`config.mk`:
```
export PLATFORM = sky130hd
export DESIGN_NAME = fillq_sched
export DESIGN_NICKNAME = d
export VERILOG_FILES = /design/src/rtl/fillq_sched_pkg.sv /design/src/rtl/fillq_sched_arb.sv /design/src/rtl/fillq_sched.sv
export SDC_FILE = /design/constraint.sdc
export NUM_CORES = 1
export LEC_CHECK = 0
export CORE_MARGIN = 2
export CORE_UTILIZATION = 38
export CTS_CLUSTER_SIZE = 25
export DETAILED_ROUTE_END_ITERATION = 6
export GPL_TIMING_DRIVEN = 0
export PLACE_DENSITY = 0.88
export SETUP_SLACK_MARGIN = 0.02
export SLEW_MARGIN = 0
export SYNTH_ARGS = -nofsm -noshare
export SYNTH_HDL_FRONTEND = slang
export SYNTH_HIERARCHICAL = 1
export SYNTH_SLANG_ARGS = --single-unit
```
`constraint.sdc`:
```
create_clock -name clk -period 5.1 [get_ports clk]
set_input_delay 1.275 -clock clk [delete_from_list [all_inputs] [get_ports clk]]
set_output_delay 1.275 -clock clk [all_outputs]
set_load 0.005 [all_outputs]
```
`src/rtl/fillq_sched_pkg.sv`:
```
// Fill queue scheduler shared definitions and round-robin helper.
// Packages: mem_defs (types/sizes), gen_funcs (rr find-first).
package mem_defs;
  localparam int FLQ_NUM_ENTRIES = 4;
  localparam int FLQ_MEM_CREDITS = 2;
  localparam int FLQ_LINE_OFFSET = 6;
  localparam int FLQ_PADDR_W     = 40;

  typedef logic [$clog2(FLQ_NUM_ENTRIES)-1:0] t_flq_id;
  typedef logic [FLQ_PADDR_W-1:0]             t_paddr;
endpackage

package gen_funcs;
  // Index of first set bit at or after ptr, wrapping at n; -1 if none.
  function automatic int rr_find(
    input logic [31:0] req,
    input int          n,
    input int          ptr
  );
    int idx;
    int res;
    res = -1;
    for (int k = 0; k < 32; k++) begin
      if (k < n) begin
        idx = ptr + k;
        if (idx >= n) idx = idx - n;
        if (res < 0 && req[idx[4:0]]) res = idx;
      end
    end
    return res;
  endfunction
endpackage

```
`src/rtl/fillq_sched_arb.sv`:
```
// Round-robin arbiter with registered pointer and optional winner hold.
// HOLD keeps an ungranted winner stable while it still requests.
module flq_rr_arb
  import gen_funcs::*;
#(
  parameter int N    = 4,
  parameter int HOLD = 0,
  localparam int IW  = $clog2(N)
) (
  input  logic          clk,
  input  logic          reset,
  input  logic [N-1:0]  req,
  input  logic          adv,
  output logic [N-1:0]  win_oh,
  output logic [IW-1:0] win_id,
  output logic          any
);

  logic [IW-1:0] ptr_q, ptr_d;
  logic          hold_q, hold_d;
  logic [IW-1:0] hold_id_q, hold_id_d;
  logic [31:0]   req32;
  logic [IW-1:0] pick_id;
  int            r;

  always_comb begin
    req32          = '0;
    req32[N-1:0]   = req;
    r              = rr_find(req32, N, int'(ptr_q));
    any            = |req;
    pick_id        = any ? IW'(r) : '0;
    win_id         = pick_id;
    if (HOLD != 0 && hold_q && req[hold_id_q]) win_id = hold_id_q;
    win_oh         = any ? ({{(N-1){1'b0}}, 1'b1} << win_id) : '0;
  end

  always_comb begin
    ptr_d     = ptr_q;
    hold_d    = 1'b0;
    hold_id_d = hold_id_q;
    if (adv && any) begin
      ptr_d = (win_id == IW'(N-1)) ? '0 : win_id + 1'b1;
    end else if (any && HOLD != 0) begin
      hold_d    = 1'b1;
      hold_id_d = win_id;
    end
  end

  always_ff @(posedge clk) begin
    if (reset) begin
      ptr_q     <= '0;
      hold_q    <= 1'b0;
      hold_id_q <= '0;
    end else begin
      ptr_q     <= ptr_d;
      hold_q    <= hold_d;
      hold_id_q <= hold_id_d;
    end
  end

endmodule

```
`src/rtl/fillq_sched.sv`:
```
// Fill queue control: allocation/merge, memory credit arbitration, pipe RR.
// Optional perf counters enabled by FLQ_SCHED_PERF_EN.
module fillq_sched
  import mem_defs::*;
#(
  parameter int NUM_ENTRIES = FLQ_NUM_ENTRIES,
  parameter int MEM_CREDITS = FLQ_MEM_CREDITS,
  parameter int LINE_OFFSET = FLQ_LINE_OFFSET,
  localparam int IDW        = $clog2(NUM_ENTRIES),
  localparam int PA         = FLQ_PADDR_W
) (
  input  logic                         clk,
  input  logic                         reset,
  input  logic                         alloc_req_mm5,
  input  t_paddr                       alloc_paddr_mm5,
  output logic                         alloc_gnt_mm5,
  output logic [NUM_ENTRIES-1:0]       alloc_vec_mm5,
  output logic                         alloc_merge_mm5,
  output logic                         alloc_nack_mm5,
  output logic                         full,
  input  logic [NUM_ENTRIES-1:0]       e_valid,
  input  t_paddr [NUM_ENTRIES-1:0]     e_paddr,
  input  logic [NUM_ENTRIES-1:0]       e_mem_req,
  output logic [NUM_ENTRIES-1:0]       e_mem_gnt,
  input  logic                         mem_rdy,
  input  logic                         mem_rsp_valid,
  input  logic [NUM_ENTRIES-1:0]       e_pipe_req_mm0,
  output logic [NUM_ENTRIES-1:0]       e_pipe_gnt_mm0,
  output logic                         pipe_req_mm0,
  output logic [IDW-1:0]               pipe_sel_id_mm0,
  input  logic                         pipe_gnt_mm0
`ifdef FLQ_SCHED_PERF_EN
  ,
  output logic [3:0][31:0]             perf_cnt
`endif
);

  localparam int CW = $clog2(MEM_CREDITS + 1);

  logic [NUM_ENTRIES-1:0] pend_q, pend_d;
  logic [NUM_ENTRIES-1:0] match, occ, free_oh;
  logic                   free_found;
  logic [CW-1:0]          credits_q, credits_d;

  logic [NUM_ENTRIES-1:0] mem_oh, pipe_oh;
  logic [IDW-1:0]         mem_id;
  logic                   mem_any, mem_ok, mem_adv, mem_fire;
  logic                   pipe_any, pipe_adv;

  logic                   unused_bits;
  assign unused_bits = ^{alloc_paddr_mm5[LINE_OFFSET-1:0], mem_id};

  // Allocation: merge beats allocate beats nack.
  always_comb begin
    match      = '0;
    free_oh    = '0;
    free_found = 1'b0;
    occ        = e_valid | pend_q;
    for (int i = 0; i < NUM_ENTRIES; i++) begin
      match[i] = e_valid[i] &&
        (e_paddr[i][PA-1:LINE_OFFSET] == alloc_paddr_mm5[PA-1:LINE_OFFSET]);
      if (!occ[i] && !free_found) begin
        free_oh[i] = 1'b1;
        free_found = 1'b1;
      end
    end
    full            = &occ;
    alloc_merge_mm5 = ~reset & alloc_req_mm5 & (|match);
    alloc_gnt_mm5   = ~reset & alloc_req_mm5 & ~(|match) & free_found;
    alloc_nack_mm5  = ~reset & alloc_req_mm5 & ~(|match) & ~free_found;
    alloc_vec_mm5   = alloc_gnt_mm5 ? free_oh : '0;
    pend_d          = alloc_vec_mm5;
  end

  // Memory request arbitration gated by credits.
  flq_rr_arb #(.N(NUM_ENTRIES), .HOLD(0)) u_mem_arb (
    .clk    (clk),
    .reset  (reset),
    .req    (e_mem_req),
    .adv    (mem_adv),
    .win_oh (mem_oh),
    .win_id (mem_id),
    .any    (mem_any)
  );

  always_comb begin
    mem_ok    = ~reset & mem_rdy & (credits_q != '0);
    e_mem_gnt = mem_oh & {NUM_ENTRIES{mem_ok}};
    mem_adv   = mem_ok & mem_any;
    mem_fire  = |e_mem_gnt;
    credits_d = credits_q;
    if (mem_fire && !mem_rsp_valid) begin
      credits_d = credits_q - 1'b1;
    end else if (!mem_fire && mem_rsp_valid &&
                 credits_q != CW'(MEM_CREDITS)) begin
      credits_d = credits_q + 1'b1;
    end
  end

  // Pipe arbitration; winner held until granted.
  flq_rr_arb #(.N(NUM_ENTRIES), .HOLD(1)) u_pipe_arb (
    .clk    (clk),
    .reset  (reset),
    .req    (e_pipe_req_mm0),
    .adv    (pipe_adv),
    .win_oh (pipe_oh),
    .win_id (pipe_sel_id_mm0),
    .any    (pipe_any)
  );

  always_comb begin
    pipe_req_mm0   = |e_pipe_req_mm0;
    pipe_adv       = ~reset & pipe_gnt_mm0 & pipe_any;
    e_pipe_gnt_mm0 = pipe_oh & {NUM_ENTRIES{pipe_adv}};
  end

  always_ff @(posedge clk) begin
    if (reset) begin
      pend_q    <= '0;
      credits_q <= CW'(MEM_CREDITS);
    end else begin
      pend_q    <= pend_d;
      credits_q <= credits_d;
    end
  end

`ifdef FLQ_SCHED_PERF_EN
  logic [3:0][31:0] perf_q, perf_d;
  logic [3:0]       perf_inc;

  always_comb begin
    perf_inc[0] = full;
    perf_inc[1] = alloc_merge_mm5;
    perf_inc[2] = alloc_nack_mm5;
    perf_inc[3] = (|e_mem_req) & (credits_q == '0);
    for (int i = 0; i < 4; i++) begin
      perf_d[i] = perf_q[i];
      if (perf_inc[i] && perf_q[i] != '1) perf_d[i] = perf_q[i] + 32'd1;
    end
    perf_cnt = perf_q;
  end

  always_ff @(posedge clk) begin
    if (reset) perf_q <= '0;
    else       perf_q <= perf_d;
  end
`endif

endmodule

```
==> results of run 1 <==
-- state kept, by name (all words and copies together) (netlist names) --
name	flops
u_pipe_arb/ptr_q	2
pend_q	4
u_pipe_arb/hold_id_q	2
u_mem_arb/ptr_q	2
u_pipe_arb/hold_q	1
credits_q	2
-- area by class of cell --
type	instances	area share [%]
tap	105	2.46
multi-input combinational	345	51.9
timing repair buffer	189	34.9
buffer	26	3.61
clock buffer	4	0.845
sequential	13	4.88
inverter	21	1.48
-- where the power goes --
group	total, mW	switching [mW]	internal (mW)
clock	0.0939	0.0387	0.0552
combinational	0.540	0.231	0.309
sequential	0.122	0.0113	0.111
total	0.756	0.281	0.475
-- tightest hold or removal path, stage by stage, from the launching register on --
cell	delay (ns)
dfxtp_1	0.31
nor2_1	0.04
nand2_1	0.07
nor4_1	0.04
-- path summary, 6_finish.rpt --
path         slack [ns]                 to                from  cells after the start
max                0.15  e_pipe_gnt_mm0[0]   e_pipe_req_mm0[2]                     11
min                0.51          pend_q[3]           pend_q[3]                      3
max reg2reg        1.41       credits_q[1]  u_mem_arb/ptr_q[0]                     16
min reg2reg        0.51          pend_q[3]           pend_q[3]                      3
-- layout by cell type (no fill, tap or decap), drive strengths merged, types with 2 or more instances in the layout --
master and n:
a41oi 3, dlymetal6s2s 3, buf 35, o21ai 4, nor2b 4, o2bb2ai 2, or3 4, clkbuf 7
o211ai 3, mux4 2, nor2 23, a21oi 10, nand4 32, nand3 15, inv 21, clkdlybuf4s50 171
nor3 10, mux2i 12, and2 13, nand2b 4, xor2 10, nor4 13, nand2 18, dfxtp 13
dlygate4sd2 3, mux2 3, xnor2 123, ha 15, o22ai 3, a21boi 3
-- per-layer routing --
metal / global-route usage, % / share of wire [%] / up-vias
met5: 0 / 0 / -
met4: 6.90 / 2.3 / 0
met3: 4.54 / 7.8 / 24
met2: 47.3 / 48 / 163
met1: 34.2 / 42 / 1699
li1: - / - / 1784
-- metrics by stage --
step | total power, mW | std cells | cell area [sq um] | setup TNS, ns
floorplan | 0.400 | 405 | 3210 | 0
global placement | 0.614 | 692 | 5160 | -1.19
global route | 0.814 | 703 | 5330 | 0
finish | 0.756 | 703 | 5330 | 0
detailed placement | 0.629 | 692 | 5160 | -1.67
CTS | 0.734 | 696 | 5250 | 0
-- timing repair --
action	4_1_cts	5_1_grt
setup buffers	0	7
cloned	0	0
endpoints found under the setup margin	7	13
pin swaps	1	3
gates resized for setup	21	24
==> results.yml, run 1 <==
sta:
  fin_crit_ns: 4.95
  rsz0062_at_grt: "no"
  hold_viol_final: 0
  slew_headroom_pct: 67.8
  max_freq_mhz: 202
  period_share_pct: 97.0
  fin_ws_ns: 0.151
  tightest_slew_ns: 0.480
  slew_violations: 0
  hold_slack_ns: 0.509
  finalSetupViolations: 0
  clock_skew_ns: 0.00336
logic_synthesis:
  syn-num-nets: 638
  avgSynthCellArea_sq_um: 7.93
  syn_inst: 405
  netlist_area_sq_um: 3210
  yosysWarnings: 6
worst_hold_path:
  holdCritPathClass: "reg2reg"
global_routing:
  antenna_found_initial: 0
  grt_pass1_wl_mm: 18.7
  grt_start_max_net_pins: 11
  grt_pass1_vias: 3688
  overflow: 0
  grt_usage_pct: 27.0
detailed_routing:
  drt_pre_antenna_iters: 4
  wirelength_mm: 13.0
  drc: 0
  ant_nets: 0
  drt_iter0_markers: 134
  vias_per_cell: 5.22
  via_count: 3670
  wire_per_inst_microns: 18.5
clocking:
  numCtsBuffers: 3
  clk_pin_slew_ns: 0.06
  hold_buffers: 0
  clk_path_buf_depth: 2
  h-tree-depth: 1
  cts_tree: "done"
  root_buffer: "clkbuf_8"
  clock-sinks: 13
  clk_latency_ns: 0.24
worst_setup_path:
  crit_slowest_cell: "clkdlybuf4s50_1"
  critical_path_class: "in2out"
  worstPathRequired_ns: 3.83
  critical_path.cell_chain: "buf_2 > mux4_2 > o2111ai_1 > or3_4 > a41oi_2 > a21boi_4 > buf_4 > ha_1 > and2_1 > and2_1 > clkdlybuf4s50_1"
  cp_common_cell: "and2_1"
  critPathCaptureType: "primary output"
  cpPeakStageDelay_ns: 0.50
  path_max_fanout: 6
  startpoint_type: "input pin"
  cp_top_family: "buffers and inverters"
  cp.buffers_inverters: 3
  cp.arrival_ns: 3.67
cells_and_area:
  utilization_pct: 64.9
  antenna_cells: 0
  multi_input_area_sq_um: 2770
  drive_gt1_share_pct: 12.9
  seq_area_sq_um: 260
  area_growth_pct: 66.0
  fill_cells: 711
  nets: 832
power_and_ir_drop:
  p_leak_nw: 1.96
  irDropWorstVdd_mv: 0.109
  cellPowerDensity_nw_per_um2: 142
floorplan:
  initial_core_util_pct: 39.1
  rows: 33
  dieHeight_microns: 95.9
  dieArea_sq_um: 9200
  core_sq_um: 8220
  ios: 237
  fp.dieW_microns: 95.9
flow_run:
  drv_cap: 0
placed_design:
  numPortBuffers: 182
  hpwl_mm: 11.1
  place_ws_ns: -0.353
  place_congestion: 0.950
run_status:
  outcome: "finished clean"
Note: power is estimated with default switching activity, not from simulation.
==> run 2, diff against run 1 <==
CORE_MARGIN = default   (was 2)
HOLD_SLACK_MARGIN = 0.1   (was default)
TNS_END_PERCENT = 5   (was default)
==> run 2 against run 1 <==
  * Cell count down 0.28%
  * Clock power down 2%
  * Utilization down 0.41 points
  * Global-route usage up 0.78 points
  * Register-to-register slack better by 0.05 ns
  * Routed wire length down 5.1%
  * Clock skew down 0.0015 ns
  * Critical endpoint is now e_pipe_gnt_mm0[1]
  * Highest routed layer unchanged
==> results.yml, run 2 (synthesis results as in run 1) <==
detailed_routing:
  drt_pre_antenna_iters: 4
  vias_per_cell: 5.15
  wire_per_inst_microns: 17.6
  via_count: 3611
  ant_nets: 0
  wirelength_mm: 12.3
  drt_iter0_markers: 149
  drc: 0
cells_and_area:
  max_flop_register: "pend_q"
  fill_cells: 669
  antenna_cells: 0
  final_common_cell: "clkdlybuf4s50_1"
  seq_area_sq_um: 260
  largest_reg_flops: 4
  layout_common_cells: "172 x clkdlybuf4s50_1, 123 x xnor2_1, 31 x nand4_1, 22 x nor2_1, 20 x buf_2"
  multi_input_area_sq_um: 2750
  area_growth_pct: 64.9
  drive_gt1_share_pct: 12.2
  nets: 830
sta:
  slew_violations: 0
  hold_slack_ns: 0.513
  finalSetupViolations: 0
  clock_skew_ns: 0.00184
  hold_viol_final: 0
  tightest_slew_ns: 0.484
  rsz0062_at_grt: "yes"
  fin_ws_ns: 0.136
  slew_headroom_pct: 67.4
  max_freq_mhz: 201
  period_share_pct: 97.3
  fin_crit_ns: 4.96
flow_run:
  drv_cap: 0
worst_setup_path:
  cp.arrival_ns: 3.69
  critPathLaunch: "e_pipe_req_mm0[0]"
  cp_top_family: "buffers and inverters"
  crit_slowest_cell: "clkdlybuf4s50_1"
  cp.buffers_inverters: 3
  startpoint_type: "input pin"
  critical_path.cell_chain: "buf_2 > mux4_2 > o2111ai_1 > or3_4 > a41oi_2 > a21boi_4 > inv_1 > ha_1 > and2_1 > and2_1 > clkdlybuf4s50_1"
  crit_cells: 11
  cp_common_cell: "and2_1"
  r2r-start: "u_mem_arb/ptr_q[0]"
  path_max_fanout: 7
  rr_worst_depth: 16
  worstPathRequired_ns: 3.83
  regToRegSetupSlack_ns: 1.46
  critPathCaptureType: "primary output"
  r2r-end: "credits_q[1]"
  crit_path_end: "e_pipe_gnt_mm0[1]"
  critical_path_class: "in2out"
  cpPeakStageDelay_ns: 0.45
floorplan:
  core_sq_um: 8220
  fp.dieW_microns: 93.9
  initial_core_util_pct: 39.1
  ios: 237
  dieHeight_microns: 93.9
  dieArea_sq_um: 8820
  rows: 33
clocking:
  cts_tree: "done"
  clock-sinks: 13
  numCtsBuffers: 3
  clk_pin_slew_ns: 0.05
  clk_latency_ns: 0.24
  h-tree-depth: 1
  root_buffer: "clkbuf_8"
  clk_path_buf_depth: 2
power_and_ir_drop:
  irDropWorstVdd_mv: 0.101
  p_leak_nw: 1.92
  cellPowerDensity_nw_per_um2: 142
global_routing:
  overflow: 0
  grt_start_max_net_pins: 11
  grt_pass1_vias: 3591
  antenna_found_initial: 0
  grt_pass1_wl_mm: 18.6
  grt_usage_pct: 27.8
placed_design:
  numPortBuffers: 182
  hpwl_mm: 10.7
  place_ws_ns: -0.389
  place_congestion: 0.959
run_status:
  outcome: "finished clean"
worst_hold_path:
  holdCritPathClass: "reg2reg"
  min_path_cells: 3
[run 2: where the power goes]
group          switching [mW]  internal (mW)  total, mW
Clock                  0.0373         0.0552     0.0924
Sequential             0.0113          0.111      0.122
Combinational           0.230          0.306      0.535
[run 2: worst min path at each step]
stage | startpoint | end | slack, ns
detailed placement | pend_q[3] | pend_q[3] | 0.50
CTS | pend_q[3] | pend_q[3] | 0.51
finish | pend_q[3] | pend_q[3] | 0.51
global route | pend_q[3] | pend_q[3] | 0.54
floorplan | pend_q[3] | pend_q[3] | 0.48
global placement | pend_q[3] | pend_q[3] | 0.49
[run 2: final cells by class]
cell class / instances / share of cell area [%]
clock buffers: 4 / 0.850
inverters: 21 / 1.49
repair buffers: 187 / 34.7
plain buffers: 26 / 3.64
flip-flops and latches: 13 / 4.91
well taps: 105 / 2.48
multi-input cells: 345 / 51.9
[run 2: stage by stage]
step	power [mW]	util (%)	instances	area [sq um]	setup TNS, ns
after floorplan	0.400	-	405	3210	0
after global placement	0.612	62.9	692	5160	-1.15
after detailed placement	0.629	62.9	692	5160	-1.69
after CTS	0.736	63.9	697	5250	0
after global routing	0.802	64.5	701	5300	-0.0110
final	0.750	64.5	701	5300	0
[run 2: worst register-to-register path, delay by kind of cell (launching register included)]
kind	cells	cell delay, ns
simple gates	6	0.88
buf+inv	2	0.30
flops	1	0.41
fa+ha+maj	2	0.54
mux	3	0.73
compound gates	2	0.53
xor+xnor	1	0.14
[run 2: layer usage]
metal  part of all wire [%]  global-route usage (%)  wire (microns)
met2                     47                    48.4            5840
met4                    1.4                    5.13             178
met1                     43                    35.8            5290
met5                      0                       0               0
met3                    8.4                    4.85            1030
[run 2: what timing repair did]
action                                  4_1_cts  5_1_grt
setup buffers                                 1        4
pin swaps                                     1        1
endpoints found under the hold margin         0        0
cloned                                        0        0
endpoints found under the setup margin        7       12
hold buffers                                  0        0
gates resized for setup                      21       17
==> run 3, diff against run 2 <==
TNS_END_PERCENT = 50   (was 5)
==> run 3 against run 2 <==
  * Sequential share of layout area is essentially flat
  * Critical endpoint is now e_mem_gnt[2]
  * Maximum frequency is 1.3% lower
  * Largest cell class unchanged
  * Clock power about the same
  * Count of clock-buffer cells in the layout did not move
==> results.yml, run 3 (synthesis results as in run 1) <==
worst_setup_path:
  cpPeakStageDelay_ns: 0.50
  path_max_fanout: 5
  worstPathRequired_ns: 3.83
  critPathCaptureType: "primary output"
  cp.arrival_ns: 3.75
  critical_path_class: "in2out"
  crit_slowest_cell: "clkdlybuf4s50_1"
  startpoint_type: "input pin"
  critical_path.cell_chain: "dlygate4sd2_1 > mux4_2 > and3b_4 > a2111o_1 > mux2i_4 > buf_4 > and2_1 > inv_1 > nor2_1 > clkdlybuf4s50_1"
sta:
  max_freq_mhz: 199
  hold_viol_final: 0
  slew_headroom_pct: 67.4
  hold_slack_ns: 0.513
  period_share_pct: 98.6
  clock_skew_ns: 0.00237
  fin_crit_ns: 5.03
  finalSetupViolations: 0
  rsz0062_at_grt: "yes"
  tightest_slew_ns: 0.485
  slew_violations: 0
detailed_routing:
  drt_iter0_markers: 141
  drt_pre_antenna_iters: 4
  wire_per_inst_microns: 17.6
  ant_nets: 0
  wirelength_mm: 12.4
  drc: 0
  via_count: 3610
  vias_per_cell: 5.15
cells_and_area:
  max_flop_register: "pend_q"
  final_common_cell: "clkdlybuf4s50_1"
  antenna_cells: 0
  drive_gt1_share_pct: 12.2
  layout_common_cells: "172 x clkdlybuf4s50_1, 123 x xnor2_1, 31 x nand4_1, 22 x nor2_1"
  nets: 830
  area_growth_pct: 65.3
  largest_reg_flops: 4
  fill_cells: 670
floorplan:
  rows: 33
  core_sq_um: 8220
  fp.dieW_microns: 93.9
  dieHeight_microns: 93.9
  initial_core_util_pct: 39.1
  dieArea_sq_um: 8820
  ios: 237
power_and_ir_drop:
  fin_total_pwr_mw: 0.751
  p_leak_nw: 1.92
  p_seq_share_pct: 16.3
  intPower_mw: 0.473
  combinationalPowerShare_pct: 71.4
  irDropWorstVdd_mv: 0.102
  power.switching_mw: 0.278
  clock_power_share_pct: 12.3
  switching_share_pct: 37.1
  cellPowerDensity_nw_per_um2: 142
placed_design:
  numPortBuffers: 182
  hpwl_mm: 10.7
  place_congestion: 0.959
clocking:
  clk_latency_ns: 0.24
  cts_tree: "done"
  clk_pin_slew_ns: 0.05
  clock-sinks: 13
  h-tree-depth: 1
  hold_buffers: 0
  numCtsBuffers: 3
  root_buffer: "clkbuf_8"
  clk_path_buf_depth: 2
flow_run:
  drv_cap: 0
global_routing:
  grt_start_max_net_pins: 11
  overflow: 0
  antenna_found_initial: 0
  grt_pass1_wl_mm: 18.6
  grt_pass1_vias: 3591
  grt_usage_pct: 27.8
worst_hold_path:
  holdCritPathClass: "reg2reg"
run_status:
  outcome: "finished clean"
==> run 3: stage by stage <==
stage          util, %  setup slack [ns]  area [sq um]  TNS, ns  std cells
5_1_grt           64.6           -0.0108          5310  -0.0108        701
3_5_place_dp      62.9            -0.389          5160    -1.69        692
3_3_place_gp      62.9            -0.277          5160    -1.15        692
2_1_floorplan        -             0.817          3210        0        405
6_report          64.6            0.0713          5310        0        701
4_1_cts           63.9            0.0188          5250        0        697
==> run 3: path summary, 6_finish.rpt <==
| kind | startpoint | endpoint | slack, ns | cells past startpoint |
|---|---|---|---|---|
| min reg2reg | pend_q[3] | pend_q[3] | 0.51 | 3 |
| min | pend_q[3] | pend_q[3] | 0.51 | 3 |
| max | e_mem_req[0] | e_mem_gnt[2] | 0.07 | 10 |
| max reg2reg | u_mem_arb/ptr_q[0] | credits_q[1] | 1.46 | 16 |
==> run 3: power groups by stage <==
stage / logic, mW / registers (mW) / clock network (mW)
2_1_floorplan: 0.278 / 0.122 / 0
3_3_place_gp: 0.489 / 0.123 / 0
3_5_place_dp: 0.505 / 0.124 / 0
4_1_cts: 0.518 / 0.122 / 0.0959
5_1_grt: 0.577 / 0.124 / 0.102
6_report: 0.536 / 0.122 / 0.0927
==> run 3: worst max-delay path, delay by kind of cell <==
kind / cells / cell delay (ns)
buffers and inverters: 4 / 0.99
AO/OA/AOI/OAI: 1 / 0.40
multiplexers: 2 / 0.65
AND/OR/NAND/NOR: 3 / 0.45
==> run 3: final cells by class <==
class / count / area [sq um] / share of cell area, %
Buffer: 26 / 193 / 3.63
Timing Repair Buffer: 187 / 1850 / 34.8
Sequential cell: 13 / 260 / 4.90
Inverter: 21 / 78.8 / 1.49
Tap cell: 105 / 131 / 2.48
Multi-Input combinational cell: 345 / 2750 / 51.8
Clock buffer: 4 / 45.0 / 0.849
==> run 3: metal layers <==
layer  wire length (microns)  share of wire (%)  global-route usage [%]
met4                     187                1.5                    5.13
met5                       0                  0                       0
met3                     992                8.0                    4.85
met2                    5850                 47                    48.4
met1                    5330                 43                    35.8
==> run 3: timing repair <==
| action | 4_1_cts | 5_1_grt |
|---|---|---|
| cloned | 0 | 0 |
| setup buffers | 1 | 4 |
| resized for setup | 21 | 21 |
| endpoints found under the setup margin | 7 | 12 |
| pin swaps | 1 | 2 |
==> RTL change 1, RTL diff (config.mk and constraints of run 1) <==
`HOLD` is set to 0 in 2 places; all go to 1.
--- a/src/rtl/fillq_sched_arb.sv
+++ b/src/rtl/fillq_sched_arb.sv
@@ -5,5 +5,5 @@
 #(
   parameter int N    = 4,
-  parameter int HOLD = 0,
+  parameter int HOLD = 1,
   localparam int IW  = $clog2(N)
 ) (
--- a/src/rtl/fillq_sched.sv
+++ b/src/rtl/fillq_sched.sv
@@ -74,5 +74,5 @@
 
   // Memory request arbitration gated by credits.
-  flq_rr_arb #(.N(NUM_ENTRIES), .HOLD(0)) u_mem_arb (
+  flq_rr_arb #(.N(NUM_ENTRIES), .HOLD(1)) u_mem_arb (
     .clk    (clk),
     .reset  (reset),
Behaviour: not the same (Yosys sat finds a counterexample within 4 cycles, from zero or initial values and one cycle with reset high).
==> RTL change 1 against run 1 <==
Sequential cell count rose by 3; routed wire length rose by 3.9%; total power rose by 11%; design area rose by 4.1%; clock power rose by 25%; worst setup slack got worse by 35 ps; count of clock-buffer cells in the layout did not move; area after synthesis rose by 6.2%; core utilization fell by 1.3 points; global-route usage fell by 0.31 points; critical path type unchanged; highest routed layer unchanged.
==> RTL change 1: results (changes against run 1) <==
* HPWL Detailed at 11.8 mm (+5.6%)
* Gr usage total at 26.7% (-0.31 points)
* Share of cells above drive strength 1 at 13.0% (+0.15 points)
* Placed cell area at 5370 um2 (+3.9%)
* Hold path cells at 2 (-1)
* Syn nets at 664 (+4.1%)
* Internal Power at 529 uW (+11%)
* Worst vdd ir at 0.0720 mV (-34%)
* First-pass GRT wire length at 20.2 mm (+8.0%)
* Pin count of the biggest net entering global routing at 14 (+3)
* Max clock buf depth at 2 (unchanged)
* Critical path peak fanout at 4 (-2)
* Clock Latency Late Sink at 260 ps (+20 ps)
* Synth unique cells at 47
* RR Endpoint: credits_q[0]
* P_leak at 0.00198 uW (+0.97%)
* Initial drt markers at 136 (+1.5%)
* Post-synthesis mux area share at 6.82%
* CP Capture Point: alloc_merge_mm5
* Reg-to-reg slack, setup at 1260 ps (-150 ps)
* Routed via count at 3,828 (+4.3%)
* Outcome: complete, no violations
* Clock Skew at 5.07 ps (+1.71 ps)
* Initial antenna violation count at 0 (unchanged)
* Pre-CTS setup slack at -404 ps (-50.7 ps)
* Total wire length at 13.5 mm (+3.9%)
* Final GP Congestion at 0.970 (+2.2%)
* # H-tree levels at 1 (unchanged)
* Antenna Cells at 0 (unchanged)
* Arrival time worst endpoint at 3710 ps (+40 ps)
* Rel. slew slack at 62.5% (-5.2 points)
* Clock-pin slew on the worst setup and hold paths at around 70 ps
* Nets at 859 (+3.2%)
## RTL change 1: layout make-up
type                            count  area, um2
Buffer                             26        193
Sequential cell                    16        320
Timing Repair Buffer              190       1850
Tap cell                          108        135
Multi-Input combinational cell    363       2910
Fill cell                         755       3170
Inverter                           23       86.3
Clock buffer                        4       55.1
## RTL change 1: critical path: stages
cell             delay (ps)
clkdlybuf4s50_1         690
xnor2_1                 170
nand4_1                 150
nor4_2                  460
nand3_2                 170
a41oi_2                 230
clkdlybuf4s50_1         560
## RTL change 1: worst min path at each step
| stage | startpoint | end |
|---|---|---|
| after detailed placement | pend_q[3] | pend_q[3] |
| after CTS | u_mem_arb/hold_id_q[0] | u_mem_arb/hold_id_q[0] |
| after global placement | pend_q[3] | pend_q[3] |
| final | u_mem_arb/hold_id_q[0] | u_mem_arb/hold_id_q[0] |
| after floorplan | pend_q[3] | pend_q[3] |
| after global routing | u_pipe_arb/hold_id_q[1] | u_pipe_arb/hold_id_q[1] |
## RTL change 1: what timing repair did
action	4_1_cts	5_1_grt
pin swaps	0	3
resized for setup	33	24
buffers inserted	0	8
endpoints found under the setup margin	9	8
hold endpoints to repair	0	0
## RTL change 1: kinds of logic (layout without fill, tap and decap cells)
logic type	Yosys count	in the layout
AOI/OAI and AO/OA	39	39
xor gates and xnor gates	133	133
adders and majority gates	18	18
buffers and inverters	49	243
DFF	16	16
muxes	19	19
and+or+nand+nor	154	154
## RTL change 1: metal layers
layer / global-route usage (%) / vias up / part of all wire [%]
li1: - / 1867 / -
met1: 33.1 / 1776 / 42
met2: 46.0 / 157 / 48
met3: 5.04 / 28 / 7.6
met4: 9.69 / 0 / 2.8
met5: 0 / - / 0
## RTL change 1: metrics by stage
stage               std cells  setup TNS [ps]  hold slack, ps
finish                    730               0             519
detailed placement        718           -2650             506
global placement          718           -1960             487
global route              730           -25.8             542
CTS                       722               0             517
floorplan                 428               0             475
## RTL change 1: power by group through the flow
stage | combinational [uW] | clock, uW | sequential [uW]
2_1_floorplan | 298 | 0 | 152
3_3_place_gp | 520 | 0 | 154
3_5_place_dp | 534 | 0 | 155
4_1_cts | 550 | 122 | 152
5_1_grt | 618 | 127 | 155
6_report | 572 | 117 | 153
==> RTL change 2, RTL diff (settings of run 1) <==
Without the edit above. `FLQ_NUM_ENTRIES`: 4 -> 8.
--- a/src/rtl/fillq_sched_pkg.sv
+++ b/src/rtl/fillq_sched_pkg.sv
@@ -2,5 +2,5 @@
 // Packages: mem_defs (types/sizes), gen_funcs (rr find-first).
 package mem_defs;
-  localparam int FLQ_NUM_ENTRIES = 4;
+  localparam int FLQ_NUM_ENTRIES = 8;
   localparam int FLQ_MEM_CREDITS = 2;
   localparam int FLQ_LINE_OFFSET = 6;
Ports: changed (8 resized); port bits go from 237 to 422. No check against the original RTL was run, so the function may have changed too.
==> RTL change 2 against run 1 <==
The run now ends with negative setup slack left; total power rose to 4.8 times the old value; area after synthesis increased by 110%; combinational power increased to 5.9 times the old value; synthesized cell count rose by 91%; sequential cell count rose by 7; clock skew decreased by 1.9 ps; routed wire length rose to 3.0 times the old value; sequential power up 88%; worst setup slack worse by 480 ps; fmax down 8.8%; design area is 120% higher; critical path depth increased by 2; register-to-register slack got worse by 1200 ps; critical endpoint is now e_pipe_gnt_mm0[7]; largest power group unchanged.
==> RTL change 2: results (changes against run 1) <==
* Synth unique cells at 80
* Post-Synth XOR/XNOR Area at between 30% and 40%
* Hold path cells at 2 (-1)
* Hold path endpoint: pend_q[5]
* Switching Share at 44.7% (+7.5 points)
* Final count of negative-setup-slack endpoints at 16 (+16)
* Failing checks: negative setup slack
* Reg-to-Reg Start: u_mem_arb/ptr_q[1]
* Reg-to-reg slack, setup at 210 ps (-1200 ps)
* Setup TNS at -3260 ps (-3260 ps)
* CTS Buf Count at 3 (unchanged)
* Share of cells above drive strength 1 at 29.0% (+16 points)
* Clock Latency Late Sink at 270 ps (+30 ps)
* Max stage delay cell, worst path: mux4_2
* Fill count at 1,235 (+74%)
* Final GP Congestion at 0.941 (-0.91%)
* Routed via count at 8,520 (+130%)
* Worst Slack Setup Final at -328 ps (-478 ps)
* HPWL Detailed at 27.6 mm (+150%)
* Synth top area cells: xnor2_1, mux4_2, nand4_1, dfxtp_1, ha_1
* Top reg by flops: pend_q
* Syn nets at 1,188 (+86%)
* Pwr Density at 306 nW/um2 (+120%)
* Slowest stage delay, CP at 530 ps (+30 ps)
* P_leak at 0.00435 uW (+120%)
* Asr flop ratio synth at 0%
* Placed cell area at 10,200 um2 (+98%)
* Clock Skew at 1.45 ps (-1.91 ps)
* Vias in the first global route at 8,208 (+120%)
* Wire per inst at 26.9 um (+46%)
* Synth Area in Compound Gates at between 10% and 20%
* Crit-path leading delay family: compound AO/OA/AOI/OAI gates
* Post-synthesis mux area share at 12.2%
* Critical path peak fanout at 6 (unchanged)
* Initial antenna violation count at 8 (+8)
* Synth Area in Adders at 4.35%
* Largest register FFs at 8 (+4)
* Worst vdd ir at 0.297 mV (+170%)
* Pin count of the biggest net entering global routing at 17 (+6)
* Nets at 1,626 (+95%)
* Outcome: finished with violations
* First drt pass iteration count at 7 (+3)
* Hold path start: pend_q[5]
* RR Endpoint: credits_q[0]
* Gr usage total at 38.2% (+11 points)
* Worst Reg2Reg Path Length in Cells at 26 (+10)
* First-pass GRT wire length at 51.8 mm (+180%)
* WHS at 585 ps (+76.2 ps)
* Worst slew pin tran at 951 ps (+472 ps)
* # H-tree levels at 1 (unchanged)
* Max clock buf depth at 2 (unchanged)
* Most used DFF post-synth: dfxtp_1
* Initial drt markers at 804 (+500%)
* Root Buffer: clkbuf_16
* Arrival time worst endpoint at 4150 ps (+480 ps)
* Sequential area share after synthesis at 6.05%
* Yosys Warn Count at 6 (unchanged)
* PortBufs at 333 (+83%)
RTL change 2: cells by family after synthesis:
group | after synthesis
XOR/XNOR | 277
AND/OR/NAND/NOR | 256
AO/OA/AOI/OAI | 82
buffers and inverters | 65
multiplexers | 52
adder cells (fa/ha/maj) | 23
flip-flops | 20
RTL change 2: final cells by class:
type / count / area share [%]
clock buffer: 3 / 0.627
inverter: 13 / 0.523
antenna: 5 / 0.105
clock inverter: 1 / 0.251
timing repair buffer: 433 / 34.5
sequential: 20 / 3.46
tap: 225 / 2.35
multi-input combinational: 690 / 54.3
buffer: 52 / 3.93
RTL change 2: power by group through the flow:
stage | registers [uW] | clock network (uW) | logic [uW]
floorplan | 208 | 0 | 1240
global placement | 217 | 0 | 1840
detailed placement | 218 | 0 | 1860
CTS | 222 | 224 | 2630
global route | 230 | 238 | 3310
finish | 229 | 230 | 3200
RTL change 2: how the worst max path moves through the flow:
stage / slack, ps / start / endpoint / cells after the start
CTS: -120 / e_mem_req[6] / e_mem_gnt[4] / 14
global route: -390 / e_pipe_req_mm0[2] / e_pipe_gnt_mm0[7] / 13
finish: -330 / e_pipe_req_mm0[2] / e_pipe_gnt_mm0[7] / 13
detailed placement: -1290 / e_pipe_req_mm0[5] / e_pipe_gnt_mm0[7] / 13
floorplan: 110 / e_pipe_req_mm0[3] / e_pipe_gnt_mm0[7] / 11
global placement: -1300 / e_pipe_req_mm0[5] / e_pipe_gnt_mm0[7] / 13
RTL change 2: worst reg2reg max path, delay by kind of cell (launching register included):
family,cells,cell delay (ps)
adders and majority gates,2,450
muxes,2,770
and+or+nand+nor,8,1260
AOI/OAI and AO/OA,5,640
DFF,1,400
buffers and inverters,9,1280
RTL change 2: metrics by stage:
| step | cells | total power, uW | worst slack [ps] |
|---|---|---|---|
| floorplan | 775 | 1450 | 112 |
| CTS | 1411 | 3070 | -118 |
| finish | 1442 | 3660 | -328 |
| detailed placement | 1333 | 2080 | -1290 |
| global route | 1439 | 3770 | -390 |
| global placement | 1333 | 2060 | -1300 |
RTL change 2: what timing repair did:
action	in CTS	in global routing
resized for setup	313	84
buffers inserted	75	31
endpoints found under the setup margin	30	30
pin swaps	49	40
RTL change 2: metal layers:
metal	wire length, um	up-vias	GRT usage (%)
li1	-	3657	-
met4	2170	8	15.7
met5	59	-	0
met1	13700	4000	44.6
met2	18600	673	65.8
met3	4340	182	10.7
